**config.mk**
```make
export PLATFORM = sky130hd
export DESIGN_NAME = serial_bus_master_p_flat
export DESIGN_NICKNAME = d
export VERILOG_FILES = /design/src/rtl/serial_bus_master_p_if.sv /design/src/rtl/serial_bus_master_p.sv /design/src/flat_wrapper.sv
export SDC_FILE = /design/constraint.sdc
export NUM_CORES = 1
export LEC_CHECK = 0
export ABC_AREA = 1
export CAP_MARGIN = 25
export CELL_PAD_IN_SITES_DETAIL_PLACEMENT = 0
export CELL_PAD_IN_SITES_GLOBAL_PLACEMENT = 1
export CORE_ASPECT_RATIO = 1.75
export CORE_MARGIN = 2
export CORE_UTILIZATION = 45
export CTS_CLUSTER_SIZE = 10
export DETAILED_ROUTE_END_ITERATION = 16
export PLACE_DENSITY = 0.91
export SLEW_MARGIN = 0
export SYNTH_ARGS = -nofsm -noshare
export SYNTH_HDL_FRONTEND = slang
export SYNTH_SLANG_ARGS = --single-unit
export TNS_END_PERCENT = 100
```
**constraint.sdc**
```tcl
create_clock -name clock -period 4.5 [get_ports clock]
set_input_delay 0.675 -clock clock [delete_from_list [all_inputs] [get_ports clock]]
set_output_delay 0.675 -clock clock [all_outputs]
set_load 0.005 [all_outputs]
```
**src/rtl/serial_bus_master_p_if.sv**
```systemverilog
// Command handshake and serial bus signals of serial_bus_master_p.
// The master modport is the bus master; the slave modport is the user/arbiter/slave side.
interface serial_bus_master_p_if #(
  parameter int ADDR_W = 14,
  parameter int DATA_W = 8
);
  logic              cmd_valid;
  logic              cmd_ready;
  logic              cmd_read;
  logic [ADDR_W-1:0] cmd_addr;
  logic [DATA_W-1:0] cmd_wdata;
  logic              bus_req;
  logic              bus_grant;
  logic              valid_s;
  logic              write_en_slave;
  logic              addr_tx;
  logic              data_tx;
  logic              data_rx;
  logic              slave_valid;
  logic              done;
  logic              err;
  logic [DATA_W-1:0] rd_data;
  logic              busy;

  modport master (
    input  cmd_valid, cmd_read, cmd_addr, cmd_wdata, bus_grant, data_rx, slave_valid,
    output cmd_ready, bus_req, valid_s, write_en_slave, addr_tx, data_tx, done, err,
           rd_data, busy
  );

  modport slave (
    output cmd_valid, cmd_read, cmd_addr, cmd_wdata, bus_grant, data_rx, slave_valid,
    input  cmd_ready, bus_req, valid_s, write_en_slave, addr_tx, data_tx, done, err,
           rd_data, busy
  );
endinterface

```
**src/rtl/serial_bus_master_p.sv**
```systemverilog
// Parametrised 1-bit serial bus master: one command at a time, MSB-first address/data,
// bounded retry on grant loss, read timeout and a done pulse qualified by err.
module serial_bus_master_p #(
  parameter int ADDR_W    = 14,
  parameter int DATA_W    = 8,
  parameter int TIMEOUT   = 1023,
  parameter int MAX_RETRY = 3
) (
  input logic                   clock,
  input logic                   reset,
  serial_bus_master_p_if.master bus
);
  localparam logic [2:0] S_IDLE  = 3'd0;
  localparam logic [2:0] S_REQ   = 3'd1;
  localparam logic [2:0] S_ADDR  = 3'd2;
  localparam logic [2:0] S_WDATA = 3'd3;
  localparam logic [2:0] S_RWAIT = 3'd4;
  localparam logic [2:0] S_RDATA = 3'd5;
  localparam logic [2:0] S_DONE  = 3'd6;

  localparam int BIT_W = $clog2((ADDR_W > DATA_W) ? ADDR_W : DATA_W) + 1;
  localparam int TMO_W = $clog2(TIMEOUT) + 1;
  localparam int RTY_W = $clog2(MAX_RETRY + 1) + 1;

  localparam logic [BIT_W-1:0] ADDR_LAST  = BIT_W'(ADDR_W - 1);
  localparam logic [BIT_W-1:0] WDATA_LAST = BIT_W'(DATA_W - 1);
  localparam logic [BIT_W-1:0] RDATA_LAST = BIT_W'(DATA_W - 2);
  localparam logic [TMO_W-1:0] TMO_LAST   = TMO_W'(TIMEOUT - 1);
  localparam logic [RTY_W-1:0] RTY_MAX    = RTY_W'(MAX_RETRY);

  logic [2:0]        state;
  logic              read_q;
  logic              err_q;
  logic [ADDR_W-1:0] addr_q;
  logic [ADDR_W-1:0] addr_sr;
  logic [DATA_W-1:0] wdata_q;
  logic [DATA_W-1:0] wdata_sr;
  logic [DATA_W-2:0] rx_sr;
  logic [DATA_W-1:0] rd_q;
  logic [BIT_W-1:0]  bit_cnt;
  logic [TMO_W-1:0]  tmo_cnt;
  logic [RTY_W-1:0]  rty_cnt;

  // NOTE: sequential state uses non-blocking assignments so every register samples pre-edge values.
  always_ff @(posedge clock or posedge reset) begin
    if (reset) begin
      state    <= S_IDLE;
      read_q   <= 1'b0;
      err_q    <= 1'b0;
      addr_q   <= '0;
      addr_sr  <= '0;
      wdata_q  <= '0;
      wdata_sr <= '0;
      rx_sr    <= '0;
      rd_q     <= '0;
      bit_cnt  <= '0;
      tmo_cnt  <= '0;
      rty_cnt  <= '0;
    end else if ((state == S_ADDR || state == S_WDATA) && !bus.bus_grant) begin
      // Grant lost mid-frame: retry the whole frame or give up once the budget is spent.
      bit_cnt <= '0;
      if (rty_cnt == RTY_MAX) begin
        state <= S_DONE;
        err_q <= 1'b1;
        if (read_q) rd_q <= '0;
      end else begin
        state   <= S_REQ;
        rty_cnt <= rty_cnt + RTY_W'(1);
      end
    end else begin
      case (state)
        S_IDLE: begin
          if (bus.cmd_valid) begin
            read_q  <= bus.cmd_read;
            addr_q  <= bus.cmd_addr;
            wdata_q <= bus.cmd_wdata;
            err_q   <= 1'b0;
            rty_cnt <= '0;
            state   <= S_REQ;
          end
        end
        S_REQ: begin
          if (bus.bus_grant) begin
            addr_sr  <= addr_q;
            wdata_sr <= wdata_q;
            bit_cnt  <= '0;
            state    <= S_ADDR;
          end
        end
        S_ADDR: begin
          addr_sr <= addr_sr << 1;
          if (bit_cnt == ADDR_LAST) begin
            bit_cnt <= '0;
            tmo_cnt <= '0;
            state   <= read_q ? S_RWAIT : S_WDATA;
          end else begin
            bit_cnt <= bit_cnt + BIT_W'(1);
          end
        end
        S_WDATA: begin
          wdata_sr <= wdata_sr << 1;
          if (bit_cnt == WDATA_LAST) state <= S_DONE;
          else                       bit_cnt <= bit_cnt + BIT_W'(1);
        end
        S_RWAIT: begin
          // The first read bit arrives together with slave_valid.
          if (bus.slave_valid) begin
            rx_sr   <= (DATA_W-1)'({rx_sr, bus.data_rx});
            bit_cnt <= '0;
            state   <= S_RDATA;
          end else if (tmo_cnt == TMO_LAST) begin
            err_q <= 1'b1;
            rd_q  <= '0;
            state <= S_DONE;
          end else begin
            tmo_cnt <= tmo_cnt + TMO_W'(1);
          end
        end
        S_RDATA: begin
          rx_sr <= (DATA_W-1)'({rx_sr, bus.data_rx});
          if (bit_cnt == RDATA_LAST) begin
            rd_q  <= {rx_sr, bus.data_rx};
            state <= S_DONE;
          end else begin
            bit_cnt <= bit_cnt + BIT_W'(1);
          end
        end
        S_DONE:  state <= S_IDLE;
        default: state <= S_IDLE;
      endcase
    end
  end

  assign bus.cmd_ready      = (state == S_IDLE);
  assign bus.busy           = (state != S_IDLE);
  assign bus.bus_req        = (state != S_IDLE) && (state != S_DONE);
  assign bus.valid_s        = (state == S_ADDR) || (state == S_WDATA) ||
                              (state == S_RWAIT) || (state == S_RDATA);
  assign bus.write_en_slave = (state != S_IDLE) && !read_q;
  assign bus.addr_tx        = (state == S_ADDR) && addr_sr[ADDR_W-1];
  assign bus.data_tx        = (state == S_WDATA) && wdata_sr[DATA_W-1];
  assign bus.done           = (state == S_DONE);
  assign bus.err            = (state == S_DONE) && err_q;
  assign bus.rd_data        = rd_q;
endmodule

```
**src/flat_wrapper.sv**
```systemverilog
// flat-port wrapper written by rule: the top's interface ports become plain ports
module serial_bus_master_p_flat 
#(
  parameter int ADDR_W    = 14,
  parameter int DATA_W    = 8,
  parameter int TIMEOUT   = 1023,
  parameter int MAX_RETRY = 3
)
  (clock, reset, bus_cmd_valid, bus_cmd_read, bus_cmd_addr, bus_cmd_wdata, bus_bus_grant, bus_data_rx, bus_slave_valid, bus_cmd_ready, bus_bus_req, bus_valid_s, bus_write_en_slave, bus_addr_tx, bus_data_tx, bus_done, bus_err, bus_rd_data, bus_busy);
  serial_bus_master_p_if #(.ADDR_W(ADDR_W), .DATA_W(DATA_W)) bus_i ();
  input logic clock;
  input logic reset;
  input wire logic [$bits(bus_i.cmd_valid)-1:0] bus_cmd_valid;
  input wire logic [$bits(bus_i.cmd_read)-1:0] bus_cmd_read;
  input wire logic [$bits(bus_i.cmd_addr)-1:0] bus_cmd_addr;
  input wire logic [$bits(bus_i.cmd_wdata)-1:0] bus_cmd_wdata;
  input wire logic [$bits(bus_i.bus_grant)-1:0] bus_bus_grant;
  input wire logic [$bits(bus_i.data_rx)-1:0] bus_data_rx;
  input wire logic [$bits(bus_i.slave_valid)-1:0] bus_slave_valid;
  output wire logic [$bits(bus_i.cmd_ready)-1:0] bus_cmd_ready;
  output wire logic [$bits(bus_i.bus_req)-1:0] bus_bus_req;
  output wire logic [$bits(bus_i.valid_s)-1:0] bus_valid_s;
  output wire logic [$bits(bus_i.write_en_slave)-1:0] bus_write_en_slave;
  output wire logic [$bits(bus_i.addr_tx)-1:0] bus_addr_tx;
  output wire logic [$bits(bus_i.data_tx)-1:0] bus_data_tx;
  output wire logic [$bits(bus_i.done)-1:0] bus_done;
  output wire logic [$bits(bus_i.err)-1:0] bus_err;
  output wire logic [$bits(bus_i.rd_data)-1:0] bus_rd_data;
  output wire logic [$bits(bus_i.busy)-1:0] bus_busy;
  assign bus_i.cmd_valid = bus_cmd_valid;
  assign bus_i.cmd_read = bus_cmd_read;
  assign bus_i.cmd_addr = bus_cmd_addr;
  assign bus_i.cmd_wdata = bus_cmd_wdata;
  assign bus_i.bus_grant = bus_bus_grant;
  assign bus_i.data_rx = bus_data_rx;
  assign bus_i.slave_valid = bus_slave_valid;
  assign bus_cmd_ready = bus_i.cmd_ready;
  assign bus_bus_req = bus_i.bus_req;
  assign bus_valid_s = bus_i.valid_s;
  assign bus_write_en_slave = bus_i.write_en_slave;
  assign bus_addr_tx = bus_i.addr_tx;
  assign bus_data_tx = bus_i.data_tx;
  assign bus_done = bus_i.done;
  assign bus_err = bus_i.err;
  assign bus_rd_data = bus_i.rd_data;
  assign bus_busy = bus_i.busy;
  serial_bus_master_p #(.ADDR_W(ADDR_W), .DATA_W(DATA_W), .TIMEOUT(TIMEOUT), .MAX_RETRY(MAX_RETRY)) u_core (.clock(clock), .reset(reset), .bus(bus_i));
endmodule
```
==> implementation parameters <==
Parameter                              Value

Route
  DRT antenna net count    0
  First-iteration detailed-routing DRC count    163
  Vias/cell    5.11
  Wire per inst    13.2 um
  Pre-antenna DRT Iters    4
  Total via count in the routed design    3462
  DRC viols    0
  Routed wire length    8980 um

GRT
  Total global routing track utilization    0.185
  Number of global-route vias before repair    3375
  First-pass GRT wire length    15300 um
  Initial antenna violation count    0
  Largest net degree at the start of global routing    59
  GR Overflow Total    0

Clock network
  Count of hold-fix buffers inserted at cts    0
  Postcts setup bufs    0
  Clock Pin Slew Worst Setup and Hold Paths    0.06 ns
  Clock Latency Late Sink    0.34 ns
  Clock Root Buffer    sky130_fd_sc_hd__clkbuf_16
  Post-CTS Resized    0
  Clock buffer depth    2
  H-tree levels    3
  Clock net sink count    83
  Clock tree from TritonCTS    yes
  Num CTS Buffers    9

Timing
  Slack of the critical path    1.51 ns
  Highest clock frequency the design can meet    335 MHz
  Post-Route Skew    0.00631 ns
  Total setup violations reported at the end of the flow    0
  Relative slew slack    0.549
  Slew @ Worst Pin    0.676 ns
  TNS Setup    0 ns
  Unrepaired setup endpoints after global routing    no
  Final count of hold timing violations    0
  Final worst-path cycle share    0.664
  Number of pins with negative max-slew slack in the final report    0
  Shortest period the worst path allows    2.99 ns

Synthesis
  Area fraction in compound gates after synthesis    0.0899
  Cell variety after synth    39
  Mux cell area share after synthesis    0.0543
  Mean instance size in the synthesized netlist    8.57 um2
  Share of the synthesized netlist area taken by xor and xnor gates    0.0161
  Main combinational cell family by area after synthesis    simple AND/OR/NAND/NOR gates
  Simple-gate area share of the yosys netlist    0.273
  Post-synthesis register bit count    83
  Yosys warns    0
  Post-synthesis instance area    4360 um2
  Net count after synthesis    544
  Gate count of the mapped netlist    508
  Sequential area share after synthesis    0.477
  Adder-cell share of the synthesized area    0.0201

Critical path
  Worst reg2reg setup slack    2.05 ns
  Startpoint-to-endpoint class of the critical path    reg2out
  Worst Reg-to-Reg Cells    10
  Start of the worst register-to-register path    u_core.state[0]$_DFFE_PP0P_
  Required time worst endpoint    3.83 ns
  Worst path arrival time    2.31 ns
  Largest fanout of any net on the critical path    14
  Crit start category    flop
  CP Capture Type    primary output
  Endpoint of the worst-slack reg-to-reg timing path    u_core.tmo_cnt[6]$_DFFE_PP0P_

Layout
  Number of antenna cells inserted    0
  Fill cell instance count of the final layout    878
  Most common cell after layout, fill and taps aside    sky130_fd_sc_hd__nand2_1
  Synth-to-layout area growth    19.0%
  NumNets Final    588
  Fraction of layout cells with a size suffix above 1    0.108
  Top library cells by usage in the layout, fill and taps aside    sky130_fd_sc_hd__nand2_1, sky130_fd_sc_hd__dfrtp_1, sky130_fd_sc_hd__nor2_1, sky130_fd_sc_hd__clkdlybuf4s50_1, sky130_fd_sc_hd__inv_1
  Utilization after layout    0.547

Worst hold path
  Capture endpoint of the worst hold path    u_core.bus.rd_data[1]$_DFFE_PP0P_
  Hold path start    u_core.bus.rd_data[1]$_DFFE_PP0P_
  Hold Path Depth    2
  Class of the tightest hold or removal check    reg2reg

Run
  Max-capacitance violation count    0

Place
  Placement-stage worst setup slack    1.88 ns
  Last weighted congestion value of the routability-driven placer    0.887
  DP Wirelength    6500 um
  Port Buffers    45

Power and ir drop
  Leakage    2.44 nW
  Switching share of power    0.390
  Power Total    0.00335 W
  Sequential power share    0.366
  Power dissipated by switching net loads    0.00131 W
  Combinational Power Share    0.404
  Internal power contribution    0.00205 W
  PD cells    647 nW/um2
  Share of total power in the clock network    0.230
  IR Drop Worst-Case VDD    0.398 mV

Floorplanning
  Top Ports    46
  Vert. Die Dim    134 um
  Initial cell density of the core    0.460
  Die boundary width    78.4 um
  Core Footprint    9470 um2
  Site Rows    47
  Die area    10500 um2

Status
  Run status    complete, no violations
state kept, by name, indices dropped and copies added, names as in the netlist, 3 cells and up:
name,cells
u_core.addr_q,14
u_core.addr_sr,14
u_core.bit_cnt,5
u_core.bus.rd_data,8
u_core.rty_cnt,3
u_core.rx_sr,7
u_core.state,3
u_core.tmo_cnt,11
u_core.wdata_q,8
u_core.wdata_sr,8
power by group through the flow:
| stage | clock, W | sequential [W] | combinational, W |
|---|---|---|---|
| global route | 0.000810 | 0.00126 | 0.00153 |
| CTS | 0.000785 | 0.00123 | 0.00137 |
| floorplan | 0 | 0.00117 | 0.00111 |
| detailed placement | 0 | 0.00124 | 0.00136 |
| finish | 0.000771 | 0.00123 | 0.00136 |
| global placement | 0 | 0.00122 | 0.00132 |
cell usage after synthesis (all sizes together):
master | number | area, um2
a21boi | 1 | 18.8
a21oi | 6 | 41.3
a31oi | 12 | 75.1
buf | 12 | 114
clkbuf | 2 | 7.51
dfrtp | 83 | 2080
ha | 7 | 87.6
inv | 47 | 181
mux2 | 21 | 236
nand2 | 153 | 636
nand3 | 32 | 200
nand3b | 2 | 15.0
nand4 | 4 | 25.0
nor2 | 70 | 307
nor3b | 1 | 7.51
o21ai | 40 | 208
o21bai | 2 | 15.0
o22ai | 3 | 18.8
o31ai | 2 | 15.0
xnor2 | 2 | 17.5
xor2 | 6 | 52.6
logic make-up after synthesis:
group / count (synthesis)
multiplexers: 21
AO/OA/AOI/OAI: 66
AND/OR/NAND/NOR: 262
XOR/XNOR: 8
flip-flops: 83
adder cells (fa/ha/maj): 7
buffers and inverters: 61
stage by stage:
step | instances | hold slack [ns] | instance area [um2]
after floorplan | 508 | 0.434 | 4360
after global placement | 662 | 0.458 | 4850
after detailed placement | 662 | 0.459 | 4850
after CTS | 677 | 0.474 | 5150
after global routing | 678 | 0.503 | 5180
final | 678 | 0.469 | 5180
cell type report:
type	instances	area (um2)	area share
sequential	83	2080	0.401
inverter	47	183	0.0353
clock buffer	10	229	0.0442
timing repair buffer	47	485	0.0937
multi-input combinational	364	1980	0.381
clock inverter	5	78.8	0.0152
tap	122	153	0.0295
worst max-delay path, cell delays in order, from the launching register on:
cell                              delay [ns]
sky130_fd_sc_hd__dfrtp_1                0.55
sky130_fd_sc_hd__nor2_4                 0.23
sky130_fd_sc_hd__nand2_1                0.34
sky130_fd_sc_hd__nand2_1                0.20
sky130_fd_sc_hd__inv_1                  0.07
sky130_fd_sc_hd__nand2_1                0.08
sky130_fd_sc_hd__clkdlybuf4s50_1        0.50
layer usage:
layer / vias up / GRT usage / wire length, um
met5: - / 0 / 0
met4: 0 / 0.100 / 295
met3: 24 / 0.0370 / 284
met2: 67 / 0.326 / 4670
met1: 1650 / 0.207 / 3720
li1: 1721 / - / -
worst max path at each step:
stage          cells past startpoint                   startpoint                           end
6_report                           6  u_core.state[1]$_DFFE_PP0P_                   bus_valid_s
5_1_grt                            6  u_core.state[1]$_DFFE_PP0P_                   bus_valid_s
4_1_cts                            6  u_core.state[1]$_DFFE_PP0P_                   bus_valid_s
3_5_place_dp                       6  u_core.state[1]$_DFFE_PP0P_                   bus_valid_s
3_3_place_gp                       6  u_core.state[1]$_DFFE_PP0P_                   bus_valid_s
2_1_floorplan                      1                        reset  u_core.addr_q[0]$_DFFE_PP0P_
Power figures use the tool's default switching activity.
